--- src/rtl/uart_stream_ctrl.sv ---
`default_nettype none
// +--------------------------------------------------------------------------+
// | Module  : uart_stream_ctrl                                               |
// | Brief   : Bridges a TX/RX byte stream pair onto the uart_core register   |
// |           port: writes CR once after reset, then polls STATUS and moves  |
// |           bytes through DATA with one-entry RX buffering.                |
// | Revision: 1.0 - initial release                                          |
// +--------------------------------------------------------------------------+
module uart_stream_ctrl #(
  parameter logic [31:0] CR_VALUE = 32'h0000_0003,
  parameter int unsigned POLL_GAP = 16
) (
  input  logic        clk_i,
  input  logic        rst_ni,
  input  logic        en_i,
  input  logic        tx_valid_i,
  output logic        tx_ready_o,
  input  logic [7:0]  tx_data_i,
  output logic        rx_valid_o,
  input  logic        rx_ready_i,
  output logic [7:0]  rx_data_o,
  output logic [31:0] reg_addr_o,
  output logic [31:0] reg_wdata_o,
  output logic        reg_we_o,
  output logic        reg_re_o,
  output logic [3:0]  reg_be_o,
  input  logic [31:0] reg_rdata_i,
  output logic        cfg_done_o,
  output logic        busy_o
);

  localparam logic [31:0] C_ADDR_DATA   = 32'h0000_0000;
  localparam logic [31:0] C_ADDR_STATUS = 32'h0000_0004;
  localparam logic [31:0] C_ADDR_CR     = 32'h0000_0008;
  localparam logic [15:0] C_GAP_LOAD    = 16'(POLL_GAP);

  typedef enum logic [2:0] {
    CFG_WR    = 3'd0,
    IDLE      = 3'd1,
    POLL_RD   = 3'd2,
    POLL_WAIT = 3'd3,
    TX_WR     = 3'd4,
    RX_RD     = 3'd5,
    RX_WAIT   = 3'd6,
    GAP       = 3'd7
  } state_e;

  state_e      state_q, state_d;
  logic        cfg_pend_q;
  logic [15:0] gap_q, gap_d;
  logic        rx_valid_q, rx_valid_d;
  logic [7:0]  rx_data_q, rx_data_d;
  logic        reg_we_q, reg_we_d;
  logic        reg_re_q, reg_re_d;
  logic [31:0] reg_addr_q, reg_addr_d;
  logic [31:0] reg_wdata_q, reg_wdata_d;
  logic [3:0]  reg_be_q, reg_be_d;
  logic        tx_ready_q, tx_ready_d;
  logic        cfg_done_q, cfg_done_d;
  logic        busy_q, busy_d;

  // Only the low status/data byte of the core read data is meaningful here
  logic unused_rdata;
  assign unused_rdata = ^reg_rdata_i[31:8];

  // Next-state decision; en=0 diverts to IDLE wherever a poll or gap would start
  always_comb begin
    state_d = state_q;
    gap_d   = gap_q;
    case (state_q)
      // A pending CR write is issued first, then the FSM settles in IDLE
      CFG_WR:    state_d = cfg_pend_q ? CFG_WR : IDLE;
      IDLE:      if (en_i) state_d = POLL_RD;
      POLL_RD:   state_d = POLL_WAIT;
      POLL_WAIT: begin
        // RX first so the core's receiver cannot overrun; buffer check uses pre-edge state
        if (reg_rdata_i[0] && !rx_valid_q) begin
          state_d = RX_RD;
        end else if (tx_valid_i && !reg_rdata_i[1]) begin
          state_d = TX_WR;
        end else begin
          state_d = en_i ? GAP : IDLE;
          gap_d   = C_GAP_LOAD;
        end
      end
      TX_WR:     state_d = en_i ? POLL_RD : IDLE;
      RX_RD:     state_d = RX_WAIT;
      RX_WAIT:   state_d = en_i ? POLL_RD : IDLE;
      GAP: begin
        if (gap_q == 16'd0) begin
          state_d = en_i ? POLL_RD : IDLE;
        end else begin
          gap_d = gap_q - 16'd1;
        end
      end
      default:   state_d = IDLE;
    endcase
  end

  // One-entry RX buffer: a consume clears it, the RX_WAIT capture refills it
  always_comb begin
    rx_valid_d = rx_valid_q;
    rx_data_d  = rx_data_q;
    if (rx_valid_q && rx_ready_i) rx_valid_d = 1'b0;
    if (state_q == RX_WAIT) begin
      rx_valid_d = 1'b1;
      rx_data_d  = reg_rdata_i[7:0];
    end
  end

  // Port drive for the cycle being entered, so every output comes straight from a flop
  always_comb begin
    reg_we_d    = 1'b0;
    reg_re_d    = 1'b0;
    reg_addr_d  = '0;
    reg_wdata_d = '0;
    reg_be_d    = '0;
    tx_ready_d  = 1'b0;
    case (state_d)
      CFG_WR: begin
        reg_we_d    = 1'b1;
        reg_addr_d  = C_ADDR_CR;
        reg_wdata_d = CR_VALUE;
        reg_be_d    = 4'hF;
      end
      POLL_RD: begin
        reg_re_d   = 1'b1;
        reg_addr_d = C_ADDR_STATUS;
        reg_be_d   = 4'hF;
      end
      TX_WR: begin
        reg_we_d    = 1'b1;
        reg_addr_d  = C_ADDR_DATA;
        reg_wdata_d = {24'h0, tx_data_i};
        reg_be_d    = 4'hF;
        tx_ready_d  = 1'b1;
      end
      RX_RD: begin
        reg_re_d   = 1'b1;
        reg_addr_d = C_ADDR_DATA;
        reg_be_d   = 4'hF;
      end
      default: ;
    endcase
    cfg_done_d = cfg_done_q || ((state_q == CFG_WR) && !cfg_pend_q);
    busy_d     = (state_d != IDLE) && (state_d != GAP);
  end

  // State, buffer and output flops; reset leaves a CR write pending
  always_ff @(posedge clk_i or negedge rst_ni) begin
    if (!rst_ni) begin
      state_q     <= CFG_WR;
      cfg_pend_q  <= 1'b1;
      gap_q       <= '0;
      rx_valid_q  <= 1'b0;
      rx_data_q   <= '0;
      reg_we_q    <= 1'b0;
      reg_re_q    <= 1'b0;
      reg_addr_q  <= '0;
      reg_wdata_q <= '0;
      reg_be_q    <= '0;
      tx_ready_q  <= 1'b0;
      cfg_done_q  <= 1'b0;
      busy_q      <= 1'b0;
    end else begin
      state_q     <= state_d;
      cfg_pend_q  <= 1'b0;
      gap_q       <= gap_d;
      rx_valid_q  <= rx_valid_d;
      rx_data_q   <= rx_data_d;
      reg_we_q    <= reg_we_d;
      reg_re_q    <= reg_re_d;
      reg_addr_q  <= reg_addr_d;
      reg_wdata_q <= reg_wdata_d;
      reg_be_q    <= reg_be_d;
      tx_ready_q  <= tx_ready_d;
      cfg_done_q  <= cfg_done_d;
      busy_q      <= busy_d;
    end
  end

  assign tx_ready_o  = tx_ready_q;
  assign rx_valid_o  = rx_valid_q;
  assign rx_data_o   = rx_data_q;
  assign reg_addr_o  = reg_addr_q;
  assign reg_wdata_o = reg_wdata_q;
  assign reg_we_o    = reg_we_q;
  assign reg_re_o    = reg_re_q;
  assign reg_be_o    = reg_be_q;
  assign cfg_done_o  = cfg_done_q;
  assign busy_o      = busy_q;

endmodule
`default_nettype wire

--- config.mk ---
export PLATFORM = sky130hd
export DESIGN_NAME = uart_stream_ctrl
export DESIGN_NICKNAME = d
export VERILOG_FILES = /design/src/rtl/uart_stream_ctrl.sv
export SDC_FILE = /design/constraint.sdc
export NUM_CORES = 1
export LEC_CHECK = 0
export ABC_CLOCK_PERIOD_IN_PS = 2050
export BUFFER_PORTS_ARGS = -buffer_cell sky130_fd_sc_hd__buf_2
export CAP_MARGIN = 5
export CORE_MARGIN = 8
export CORE_UTILIZATION = 39
export CTS_BUF_LIST = sky130_fd_sc_hd__clkbuf_8
export DETAILED_ROUTE_END_ITERATION = 10
export HOLD_SLACK_MARGIN = 0.1
export MAX_ROUTING_LAYER = met4
export PLACE_DENSITY = 0.84
export RECOVER_POWER = 100
export REMOVE_ABC_BUFFERS = 1
export SLEW_MARGIN = 20
export SYNTH_ARGS = -nofsm -noshare
export SYNTH_HDL_FRONTEND = slang
export SYNTH_SLANG_ARGS = --single-unit
--- constraint.sdc ---
create_clock -name clk_i -period 2.05 [get_ports clk_i]
set_input_delay 0.41 -clock clk_i [delete_from_list [all_inputs] [get_ports clk_i]]
set_output_delay 0.41 -clock clk_i [all_outputs]
set_load 0.01 [all_outputs]
==> impl_metrics.sql, run 1 <==
INSERT INTO impl_metrics (metric_group, metric, value, unit) VALUES
('outcome', 'run_status', 'complete, but fails checks', ''),
('outcome', 'violations_in_the_final_reports', 'negative setup slack', ''),
('clock_tree', 'cts.reportedPaths.clkPinSlew', '0.08', 'ns'),
('route', 'drt_drc_violations_left', '0', ''),
('power_and_ir_drop', 'vdd_ir_drop_max', '0.826', 'mV'),
('grt', 'grt_first_pass_wirelength', '8760', 'um'),
('route', '1st_iter_drt_viols', '63', ''),
('synth', 'synthXorXnorAreaFrac', '2.50', '%'),
('floorplan', 'floorplan.core_area', '6200', 'um^2'),
('worst_setup_path', 'crit_path_max_fanout', '4', ''),
('synth', 'synth_compound_gate_area_share', '7.85', '%'),
('synth', 'synth-simple-area-share', '18.1', '%'),
('worst_setup_path', 'slowest_cell_delay_on_critical_path', '0.56', 'ns'),
('layout', 'multiInputGateArea', '1160', 'um^2'),
('synth', 'postSynthCellCount', '238', ''),
('synth', 'post_synth_main_area_contributors', 'sky130_fd_sc_hd__dfrtp_1 (45%), sky130_fd_sc_hd__buf_4 (18%), sky130_fd_sc_hd__mux2_2 (3.7%)', ''),
('grt', 'antenna_violations_before_repair', '0', ''),
('timing', 'setup_ws', '-0.144', 'ns'),
('worst_setup_path', 'setup.worst_path.class', 'reg2reg', ''),
('synth', 'yosysWarnings', '0', ''),
('route', 'via_count', '1861', ''),
('place', 'dpl.cell_count', '377', ''),
('layout', 'seqCellArea', '1130', 'um^2'),
('grt', 'global_route.usage.met2', '19.6', '%'),
('clock_tree', 'clock_insertion_delay_worst_skew', '0.29', 'ns'),
('clock_tree', 'root_buffer', 'sky130_fd_sc_hd__clkbuf_8', ''),
('timing', 'final_period_util', '107', '%'),
('floorplan', 'io-pin-count', '127', ''),
('layout', 'drive_above_1_share', '31.9', '%'),
('timing', 'slew_viol_final', '0', ''),
('clock_tree', 'numCtsBuffers', '5', ''),
('timing', 'grt_setup_unrepaired', 'true', ''),
('synth', 'yosys.area_share.adder', '0.510', '%'),
('grt', 'globalRouteMet3Util', '3.39', '%'),
('layout', 'area.growth.synth_to_final', '21.2', '%'),
('floorplan', 'chipHeight', '95.3', 'um'),
('timing', 'tightestPinTransition', '0.946', 'ns'),
('timing', 'final_period_minus_worst_setup_slack', '2.19', 'ns'),
('place', 'detailed_place.area', '2720', 'um^2'),
('route', 'routedWlPerCell', '14.3', 'um'),
('synth', 'netlist_top_cells_count', 'sky130_fd_sc_hd__buf_4 (59), sky130_fd_sc_hd__dfrtp_1 (44), sky130_fd_sc_hd__nor2_1 (13)', ''),
('layout', 'fillerInstances', '583', ''),
('synth', 'dominant_combinational_cell_family_by_area_after_synthesis', 'buffers and inverters', ''),
('synth', 'postSynthAreaPerCell', '10.3', 'um^2'),
('floorplan', 'core.rowCount', '29', ''),
('layout', 'insertedDiodeCount', '0', ''),
('worst_setup_path', 'worstSetupEndpointType', 'flip-flop', ''),
('synth', 'library_cell_occupying_the_most_area_in_the_post_synthesis_netlist', 'sky130_fd_sc_hd__dfrtp_1', ''),
('place', 'gp_congestion', '0.934', ''),
('synth', 'share_of_yosys_cell_area_claimed_by_the_top_area_cell_type', '44.9', '%'),
('route', 'dr.pass1.iters', '4', ''),
('grt', 'groute.layer.met1.usage', '15.0', '%'),
('clock_tree', 'htreeDepth', '2', ''),
('worst_setup_path', 'worst-endpoint-arrival', '2.42', 'ns'),
('timing', 'hold_viol_final', '0', ''),
('synth', 'share_of_synthesized_flip_flops_with_an_asynchronous_set_or_reset', '100', '%'),
('clock_tree', 'clock_tree.buffer_depth', '2', ''),
('route', 'vias_per_cell', '4.72', ''),
('floorplan', 'die_span_x', '95.3', 'um'),
('grt', 'first_global_vias', '1955', ''),
('route', 'totalWireLength', '5630', 'um'),
('synth', 'postSynth.topFlopCell', 'sky130_fd_sc_hd__dfrtp_1', ''),
('worst_setup_path', 'sequence_of_cells_on_the_critical_path', 'inv_1, ha_2, or4b_4, nor4b_4, buf_4, or4_4, or4_4, a21oi_2', ''),
('synth', 'synth_area', '2450', 'um^2'),
('layout', 'nets', '362', ''),
('timing', 'max_freq', '0.456', 'GHz'),
('timing', 'final-setup-viol-count', '18', ''),
('layout', 'finish.instance_area', '2970', 'um^2'),
('worst_setup_path', 'cp-start-kind', 'flip-flop', ''),
('layout', 'final_core_utilization', '47.9', '%'),
('synth', 'ys_types', '46', '');
==> per-stage QoR <==
| step | power, mW | hold slack (ns) |
|---|---|---|
| 2_1_floorplan | 2.63 | 0.114 |
| 3_3_place_gp | 3.34 | 0.348 |
| 3_5_place_dp | 3.42 | 0.356 |
| 4_1_cts | 4.20 | 0.285 |
| 5_1_grt | 4.55 | 0.302 |
| 6_report | 4.27 | 0.293 |
==> final timing paths <==
check                                     start                     end  depth (start not counted)  slack, ns
setup / recovery           gap_q[0]$_DFFE_PN0P_   gap_q[12]$_DFFE_PN0P_                          8      -0.14
hold / removal                       rx_ready_i  rx_valid_o$_DFFE_PN0P_                          2       0.29
setup reg to reg           gap_q[0]$_DFFE_PN0P_   gap_q[12]$_DFFE_PN0P_                          8      -0.14
hold reg to reg            cfg_done_o$_DFF_PN0_    cfg_done_o$_DFF_PN0_                          1       0.47
max in group asynchronous                rst_ni    cfg_pend_q$_DFF_PN1_                          3       0.31
min in group asynchronous                rst_ni   gap_q[14]$_DFFE_PN0P_                          2       0.78
==> layer usage <==
metal,wire length (um),vias up
met5,0,-
met4,40,0
met3,418,4
met2,2750,85
met1,2430,915
li1,-,857
==> worst max-delay path: cells and delay by family (launching register included) <==
| kind | cells | cell delay (ns) |
|---|---|---|
| adders and majority gates | 1 | 0.18 |
| buffers and inverters | 2 | 0.21 |
| and+or+nand+nor | 4 | 1.26 |
| DFF | 1 | 0.35 |
| AOI/OAI and AO/OA | 1 | 0.13 |
==> sequential cells by signal, summed over array words and instances (netlist names) <==
register,cells
rx_data_o,8
reg_addr_o,2
rx_valid_o,1
cfg_pend_q,1
cfg_done_o,1
busy_o,1
state_q,3
reg_wdata_o,8
tx_ready_o,1
reg_re_o,1
reg_we_o,1
reg_be_o,1
gap_q,16
==> timing repair <==
item | in CTS | in global routing
pin swaps | 13 | 11
hold buffers | 1 | 0
cloned | 1 | 0
gates resized for setup | 17 | 17
hold endpoints to repair | 15 | 0
buffers inserted | 5 | 2
endpoints found under the setup margin | 22 | 31
==> report_power, final <==
| group | total (mW) | switching, mW | internal (mW) |
|---|---|---|---|
| sequential | 1.45 | 0.224 | 1.23 |
| combinational | 2.21 | 1.18 | 1.03 |
| clock | 0.598 | 0.293 | 0.305 |
| total | 4.27 | 1.70 | 2.57 |
==> cell usage in the layout, fill, tap and decap left out, types with 3 or more instances in the layout <==
cell type / instances
sky130_fd_sc_hd__buf_6: 4
sky130_fd_sc_hd__nor2_1: 12
sky130_fd_sc_hd__and2_1: 7
sky130_fd_sc_hd__clkbuf_8: 7
sky130_fd_sc_hd__o31ai_1: 5
sky130_fd_sc_hd__clkbuf_1: 31
sky130_fd_sc_hd__nor3_1: 3
sky130_fd_sc_hd__or2_2: 3
sky130_fd_sc_hd__nand2_1: 7
sky130_fd_sc_hd__nand2b_1: 3
sky130_fd_sc_hd__nand3_2: 4
sky130_fd_sc_hd__nor3_2: 5
sky130_fd_sc_hd__or3_1: 5
sky130_fd_sc_hd__o211ai_1: 4
sky130_fd_sc_hd__inv_1: 6
sky130_fd_sc_hd__mux2_2: 8
sky130_fd_sc_hd__buf_2: 19
sky130_fd_sc_hd__conb_1: 55
sky130_fd_sc_hd__or2_4: 3
sky130_fd_sc_hd__or4_4: 3
sky130_fd_sc_hd__dfrtp_1: 43
sky130_fd_sc_hd__nand3_1: 4
sky130_fd_sc_hd__xnor2_1: 6
sky130_fd_sc_hd__buf_4: 25
sky130_fd_sc_hd__o21ai_1: 3
==> layout make-up <==
type	instances	area share, %
clock buffers	7	3.24
clock inverters	1	0.168
inverters	6	0.757
multi-input cells	176	39.0
flip-flops and latches	45	37.9
well taps	77	3.24
repair buffers	82	15.6
==> cells by family (layout without fill, tap and decap cells) <==
group,count (synthesis),in the layout
adders and majority gates,1,1
AOI/OAI and AO/OA,27,27
other,1,55
muxes,11,11
xor gates and xnor gates,7,7
and+or+nand+nor,74,75
buffers and inverters,72,96
DFF,45,45
No activity file was read; power rests on OpenSTA's default activity.
==> inputs of run 2 (changes only) <==
--- a/config.mk
+++ b/config.mk
@@ -9,12 +9,12 @@
 export BUFFER_PORTS_ARGS = -buffer_cell sky130_fd_sc_hd__buf_2
 export CAP_MARGIN = 5
 export CORE_MARGIN = 8
-export CORE_UTILIZATION = 39
+export CORE_UTILIZATION = 42
 export CTS_BUF_LIST = sky130_fd_sc_hd__clkbuf_8
 export DETAILED_ROUTE_END_ITERATION = 10
 export HOLD_SLACK_MARGIN = 0.1
 export MAX_ROUTING_LAYER = met4
-export PLACE_DENSITY = 0.84
+export PLACE_DENSITY = 0.89
 export RECOVER_POWER = 100
 export REMOVE_ABC_BUFFERS = 1
 export SLEW_MARGIN = 20
==> impl_metrics.sql, run 2 (same netlist as run 1, synthesis figures left out) <==
INSERT INTO impl_metrics (metric_group, metric, value, unit) VALUES
('clock_tree', 'numCtsBuffers', '5', ''),
('place', 'place_worst_setup_slack', '-0.259', 'ns'),
('timing', 'hold_viol_final', '0', ''),
('floorplan', 'chipHeight', '92.4', 'um'),
('min_path', 'hold_start', 'rx_ready_i', ''),
('timing', 'setup_ws', '-0.160', 'ns'),
('floorplan', 'io-pin-count', '127', ''),
('grt', 'antenna_violations_before_repair', '0', ''),
('layout', 'insertedDiodeCount', '0', ''),
('min_path', 'worst_hold_path_ep', 'rx_valid_o$_DFFE_PN0P_', ''),
('timing', 'timing.clock.skew', '0.0118', 'ns'),
('grt', 'overflow_after_grt', '0', ''),
('worst_setup_path', 'path_buf_inv', '3', ''),
('floorplan', 'die_span_x', '92.4', 'um'),
('layout', 'fillerInstances', '547', ''),
('clock_tree', 'htreeDepth', '2', ''),
('worst_setup_path', 'register_to_register_setup_slack', '-0.16', 'ns'),
('route', '1st_iter_drt_viols', '95', ''),
('timing', 'max_freq', '0.453', 'GHz'),
('min_path', 'holdCritPathClass', 'in2reg', ''),
('clock_tree', 'root_buffer', 'sky130_fd_sc_hd__clkbuf_8', ''),
('flow_run', 'drv.max_cap_violation_count', '0', ''),
('place', 'port-buffer-count', '48', ''),
('timing', 'setup_total_negative_slack', '-1.66', 'ns'),
('worst_setup_path', 'r2r-start', 'gap_q[1]$_DFFE_PN0P_', ''),
('worst_setup_path', 'crit_required', '2.24', 'ns'),
('grt', 'grt_start_max_net_pins', '25', ''),
('layout', 'nets', '363', ''),
('route', 'dr.pass1.iters', '4', ''),
('route', 'routedWlPerCell', '14.5', 'um'),
('outcome', 'violations_in_the_final_reports', 'negative setup slack', ''),
('worst_setup_path', 'worstReg2RegEnd', 'reg_re_o$_DFF_PN0_', ''),
('clock_tree', 'clock_insertion_delay_worst_skew', '0.31', 'ns'),
('layout', 'area.growth.synth_to_final', '20.4', '%'),
('power_and_ir_drop', 'power.density', '1430', 'nW/um^2'),
('worst_setup_path', 'setup.worst_path.class', 'reg2reg', ''),
('worst_setup_path', 'cp-start-kind', 'flip-flop', ''),
('route', 'ant_nets', '0', ''),
('floorplan', 'initial_core_utilization', '42.4', '%'),
('clock_tree', 'cts_tree', 'yes', ''),
('power_and_ir_drop', 'vdd_ir_drop_max', '0.628', 'mV'),
('grt', 'first_global_vias', '2015', ''),
('grt', 'groute.usage.overall', '13.0', '%'),
('layout', 'most-common-layout-cells', 'sky130_fd_sc_hd__conb_1 (55), sky130_fd_sc_hd__dfrtp_1 (44), sky130_fd_sc_hd__buf_4 (31)', ''),
('worst_setup_path', 'reg2regPathDepth', '9', ''),
('timing', 'final_period_minus_worst_setup_slack', '2.21', 'ns'),
('floorplan', 'floorplan.die_area', '8540', 'um^2'),
('clock_tree', 'clock_tree.buffer_depth', '2', ''),
('worst_setup_path', 'worst-endpoint-arrival', '2.40', 'ns'),
('timing', 'slew_viol_final', '0', ''),
('place', 'detailed_place.area', '2710', 'um^2'),
('place', 'gp_congestion', '0.906', ''),
('place', 'dpl.cell_count', '373', ''),
('layout', 'finish.instance_area', '2960', 'um^2'),
('clock_tree', 'cts.reportedPaths.clkPinSlew', '0.09', 'ns'),
('worst_setup_path', 'sequence_of_cells_on_the_critical_path', 'inv_1, ha_2, or4b_4, nor4b_4, buf_4, buf_4, a21oi_4, or2_4, mux2i_1', ''),
('route', 'totalWireLength', '5700', 'um'),
('timing', 'final_period_util', '108', '%'),
('timing', 'final-setup-viol-count', '22', ''),
('layout', 'seqCellArea', '1130', 'um^2'),
('timing', 'slew_headroom', '14.2', '%'),
('route', 'vias_per_cell', '4.66', ''),
('min_path', 'holdPathStages', '2', ''),
('route', 'drt_drc_violations_left', '0', ''),
('worst_setup_path', 'path_common_cell', 'sky130_fd_sc_hd__buf_4', ''),
('clock_tree', 'cts_sinks', '45', ''),
('timing', 'tightestPinTransition', '1.29', 'ns'),
('worst_setup_path', 'crit_path_max_fanout', '5', ''),
('layout', 'largest_register_ff_count', '16', ''),
('floorplan', 'core.rowCount', '28', ''),
('place', 'dp.final_hpwl', '4100', 'um'),
('outcome', 'run_status', 'complete, but fails checks', ''),
('layout', 'layout_commonest_cell', 'sky130_fd_sc_hd__conb_1', ''),
('timing', 'grt_setup_unrepaired', 'true', ''),
('worst_setup_path', 'slowest_cell_delay_on_critical_path', '0.48', 'ns'),
('worst_setup_path', 'critical_path.slowest_cell', 'sky130_fd_sc_hd__or4b_4', ''),
('layout', 'final_core_utilization', '51.1', '%'),
('route', 'via_count', '1833', ''),
('layout', 'top_register', 'gap_q', ''),
('layout', 'number_of_standard_cells_in_the_layout_taps_in_and_fillers_out', '393', ''),
('layout', 'drive_above_1_share', '30.5', '%'),
('worst_setup_path', 'crit_family', 'simple AND/OR/NAND/NOR gates', ''),
('grt', 'grt_first_pass_wirelength', '8950', 'um'),
('layout', 'multiInputGateArea', '1120', 'um^2'),
('worst_setup_path', 'worstSetupEndpointType', 'flip-flop', ''),
('floorplan', 'floorplan.core_area', '5780', 'um^2'),
('power_and_ir_drop', 'leakage', '1.42', 'nW');
## run 2: cell count changes in the layout (fill, tap and decap cells not counted), moves of 2 or more
cell,previous run,this run
sky130_fd_sc_hd__buf_4,25,31
sky130_fd_sc_hd__clkbuf_1,31,29
sky130_fd_sc_hd__clkbuf_2,2,0
sky130_fd_sc_hd__nand3_1,4,6
sky130_fd_sc_hd__nand3_2,4,2
sky130_fd_sc_hd__nor3_1,3,6
sky130_fd_sc_hd__nor3_2,5,2
sky130_fd_sc_hd__nor4_2,0,2
sky130_fd_sc_hd__nor4_4,2,0
## run 2: layout make-up
| type | count | share of cell area, % |
|---|---|---|
| well taps | 75 | 3.18 |
| clock buffers | 6 | 2.79 |
| multi-input cells | 175 | 38.0 |
| flip-flops and latches | 45 | 38.1 |
| inverters | 6 | 0.762 |
| repair buffers | 84 | 16.6 |
| clock inverters | 2 | 0.466 |
## run 2: repair_timing
action,4_1_cts,5_1_grt
setup endpoints to repair,25,25
hold buffers,1,0
resized for setup,15,8
endpoints found under the hold margin,5,0
pin swaps,9,8
setup buffers,7,4
cloned,0,0
## run 2: worst max-delay path by stage
stage	slack, ns	endpoint	startpoint	cells after the start
after floorplan	-0.22	reg_re_o$_DFF_PN0_	gap_q[0]$_DFFE_PN0P_	7
after global placement	-0.19	gap_q[14]$_DFFE_PN0P_	gap_q[0]$_DFFE_PN0P_	8
after detailed placement	-0.26	gap_q[3]$_DFFE_PN0P_	gap_q[0]$_DFFE_PN0P_	8
after CTS	-0.14	gap_q[12]$_DFFE_PN0P_	gap_q[0]$_DFFE_PN0P_	9
after global routing	-0.26	gap_q[4]$_DFFE_PN0P_	gap_q[1]$_DFFE_PN0P_	10
final	-0.16	reg_re_o$_DFF_PN0_	gap_q[1]$_DFFE_PN0P_	9
## run 2: metal layers
layer | global-route usage (%) | share of wire, % | vias up
met5 | - | 0 | -
met4 | 5.10 | 1.7 | 0
met3 | 3.24 | 7.0 | 11
met2 | 21.3 | 49 | 87
met1 | 15.1 | 42 | 883
li1 | - | - | 852
## run 2: report_power, final
group	total [mW]	switching (mW)	internal (mW)
Clock	0.581	0.308	0.273
Sequential	1.43	0.198	1.23
Combinational	2.23	1.19	1.04
Total	4.23	1.70	2.54
## run 2: through the flow
step	hold WS [ns]	power, mW
2_1_floorplan	0.114	2.63
3_3_place_gp	0.421	3.33
3_5_place_dp	0.431	3.43
4_1_cts	0.273	4.18
5_1_grt	0.283	4.55
6_report	0.282	4.23
==> inputs of run 3 (changes only) <==
--- a/config.mk
+++ b/config.mk
@@ -11,7 +11,9 @@
 export CORE_MARGIN = 8
 export CORE_UTILIZATION = 42
 export CTS_BUF_LIST = sky130_fd_sc_hd__clkbuf_8
+export CTS_CLUSTER_SIZE = 10
 export DETAILED_ROUTE_END_ITERATION = 10
+export GPL_TIMING_DRIVEN = 0
 export HOLD_SLACK_MARGIN = 0.1
 export MAX_ROUTING_LAYER = met4
 export PLACE_DENSITY = 0.89
==> impl_metrics.sql, run 3 (same netlist as run 1, synthesis figures left out) <==
INSERT INTO impl_metrics (metric_group, metric, value, unit) VALUES
('worst_setup_path', 'slowest_cell_delay_on_critical_path', '0.45', 'ns'),
('worst_setup_path', 'critical_path.slowest_cell', 'sky130_fd_sc_hd__or4_4', ''),
('layout', 'insertedDiodeCount', '0', ''),
('grt', 'grt_start_max_net_pins', '46', ''),
('route', 'totalWireLength', '5370', 'um'),
('clock_tree', 'cts_sinks', '45', ''),
('layout', 'multiInputGateArea', '1140', 'um^2'),
('outcome', 'violations_in_the_final_reports', 'negative setup slack', ''),
('clock_tree', 'numCtsBuffers', '5', ''),
('layout', 'finish.instance_area', '2810', 'um^2'),
('clock_tree', 'htreeDepth', '2', ''),
('worst_setup_path', 'crit_required', '2.27', 'ns'),
('worst_setup_path', 'cp-start-kind', 'flip-flop', ''),
('floorplan', 'die_span_x', '92.4', 'um'),
('place', 'dp.final_hpwl', '3590', 'um'),
('clock_tree', 'root_buffer', 'sky130_fd_sc_hd__clkbuf_8', ''),
('timing', 'slew_headroom', '26.7', '%'),
('worst_setup_path', 'critPathLaunch', 'gap_q[0]$_DFFE_PN0P_', ''),
('clock_tree', 'cts.reportedPaths.clkPinSlew', '0.09', 'ns'),
('clock_tree', 'clock_insertion_delay_worst_skew', '0.30', 'ns'),
('worst_setup_path', 'sequence_of_cells_on_the_critical_path', 'inv_2, ha_4, or4b_4, nor4b_4, buf_6, buf_6, or4_4, or4_1, a21oi_1', ''),
('timing', 'slew_viol_final', '0', ''),
('route', 'dr.pass1.iters', '4', ''),
('place', 'gp_congestion', '0.909', ''),
('worst_setup_path', 'worst-endpoint-arrival', '2.41', 'ns'),
('worst_setup_path', 'r2r-start', 'gap_q[0]$_DFFE_PN0P_', ''),
('grt', 'grt_first_pass_wirelength', '8410', 'um'),
('layout', 'seqCellArea', '1130', 'um^2'),
('floorplan', 'floorplan.core_area', '5780', 'um^2'),
('flow_run', 'drv.max_cap_violation_count', '0', ''),
('timing', 'tightestPinTransition', '1.10', 'ns'),
('clock_tree', 'clock_tree.buffer_depth', '2', ''),
('outcome', 'run_status', 'complete, but fails checks', ''),
('timing', 'timing.clock.skew', '0.0114', 'ns'),
('power_and_ir_drop', 'vdd_ir_drop_max', '0.667', 'mV'),
('worst_setup_path', 'worstSetupEndpointType', 'flip-flop', ''),
('timing', 'max_freq', '0.456', 'GHz'),
('route', 'drt_drc_violations_left', '0', ''),
('clock_tree', 'cts_tree', 'yes', ''),
('timing', 'final_period_minus_worst_setup_slack', '2.19', 'ns'),
('layout', 'layout_commonest_cell', 'sky130_fd_sc_hd__conb_1', ''),
('layout', 'area.growth.synth_to_final', '14.5', '%'),
('layout', 'fillerInstances', '543', ''),
('timing', 'setup_total_negative_slack', '-1.11', 'ns'),
('floorplan', 'io-pin-count', '127', ''),
('floorplan', 'initial_core_utilization', '42.4', '%'),
('worst_setup_path', 'path_common_cell', 'sky130_fd_sc_hd__buf_6', ''),
('place', 'detailed_place.area', '2520', 'um^2'),
('grt', 'overflow_after_grt', '0', ''),
('worst_setup_path', 'setup.worst_path.class', 'reg2reg', ''),
('layout', 'top_register', 'gap_q', ''),
('timing', 'setup_ws', '-0.143', 'ns'),
('timing', 'final_period_util', '107', '%'),
('power_and_ir_drop', 'finalPower', '4.01', 'mW'),
('layout', 'most-common-layout-cells', 'sky130_fd_sc_hd__conb_1 (55), sky130_fd_sc_hd__dfrtp_1 (42), sky130_fd_sc_hd__clkbuf_1 (28)', ''),
('power_and_ir_drop', 'leakage', '1.33', 'nW'),
('timing', 'final-setup-viol-count', '18', ''),
('layout', 'largest_register_ff_count', '16', ''),
('floorplan', 'chipHeight', '92.4', 'um'),
('layout', 'nets', '344', ''),
('route', 'via_count', '1764', ''),
('timing', 'holdWs', '0.279', 'ns'),
('floorplan', 'floorplan.die_area', '8540', 'um^2'),
('power_and_ir_drop', 'power.density', '1430', 'nW/um^2'),
('layout', 'final_core_utilization', '48.6', '%'),
('min_path', 'holdCritPathClass', 'in2reg', ''),
('route', '1st_iter_drt_viols', '91', ''),
('timing', 'grt_setup_unrepaired', 'true', ''),
('route', 'routedWlPerCell', '14.4', 'um'),
('timing', 'hold_viol_final', '0', ''),
('worst_setup_path', 'crit_path_max_fanout', '6', ''),
('grt', 'antenna_violations_before_repair', '0', ''),
('layout', 'drive_above_1_share', '27.1', '%'),
('min_path', 'hold_start', 'rx_ready_i', ''),
('place', 'port-buffer-count', '48', ''),
('route', 'vias_per_cell', '4.72', ''),
('grt', 'first_global_vias', '1798', ''),
('grt', 'groute.usage.overall', '12.5', '%'),
('floorplan', 'core.rowCount', '28', ''),
('route', 'ant_nets', '0', '');
## run 3: cell count changes in the layout (fill, tap and decap cells not counted), sizes merged
cell	delta
or2	+1
clkinv	-1
dlygate4sd3	-1
inv	+2
buf	-19
clkbuf	-1
## run 3: power by group
group,switching [mW],total [mW],internal (mW)
combinational,1.02,1.92,0.901
sequential,0.331,1.56,1.23
clock,0.299,0.533,0.234
total,1.65,4.01,2.36
## run 3: final timing paths
check                                              end  slack (ns)  cells after the start
worst max-delay path             gap_q[12]$_DFFE_PN0P_       -0.14                      9
worst min-delay path            rx_valid_o$_DFFE_PN0P_        0.28                      2
worst max register to register   gap_q[12]$_DFFE_PN0P_       -0.14                      9
worst min register to register    cfg_done_o$_DFF_PN0_        0.46                      1
max in group asynchronous         state_q[2]$_DFF_PN0_        1.02                      1
min in group asynchronous           reg_re_o$_DFF_PN0_        0.30                      1
## run 3: what timing repair did
item,CTS,global route
gates resized for setup,15,16
hold buffers,0,0
setup endpoints to repair,26,25
pin swaps,8,13
setup buffers,11,5
gates cloned,0,1
## run 3: metal layers
metal	vias to the layer above	wire (um)	global-route usage [%]
li1	820	-	-
met1	842	2240	14.4
met2	91	2610	20.3
met3	11	410	4.13
met4	0	102	3.62
met5	-	0	-
## run 3: per-stage QoR
stage,setup slack [ns],cells
final,-0.143,374
after global routing,-0.204,374
after detailed placement,-0.572,349
after CTS,-0.139,368
after global placement,-0.544,349
after floorplan,-0.217,226
## run 3: final cells by class
| cell class | instances | share of cell area [%] |
|---|---|---|
| clock buffer | 5 | 2.45 |
| inverter | 6 | 0.801 |
| timing repair buffer | 64 | 12.1 |
| sequential | 45 | 40.2 |
| clock inverter | 3 | 0.579 |
| multi-input combinational | 176 | 40.5 |
| tap | 75 | 3.34 |
## run 3: worst max-delay path: cells and delay by family, from the launching register on
family,cells,cell delay (ns)
DFF,1,0.38
buffers and inverters,3,0.32
and+or+nand+nor,4,1.12
adders and majority gates,1,0.16
AOI/OAI and AO/OA,1,0.14
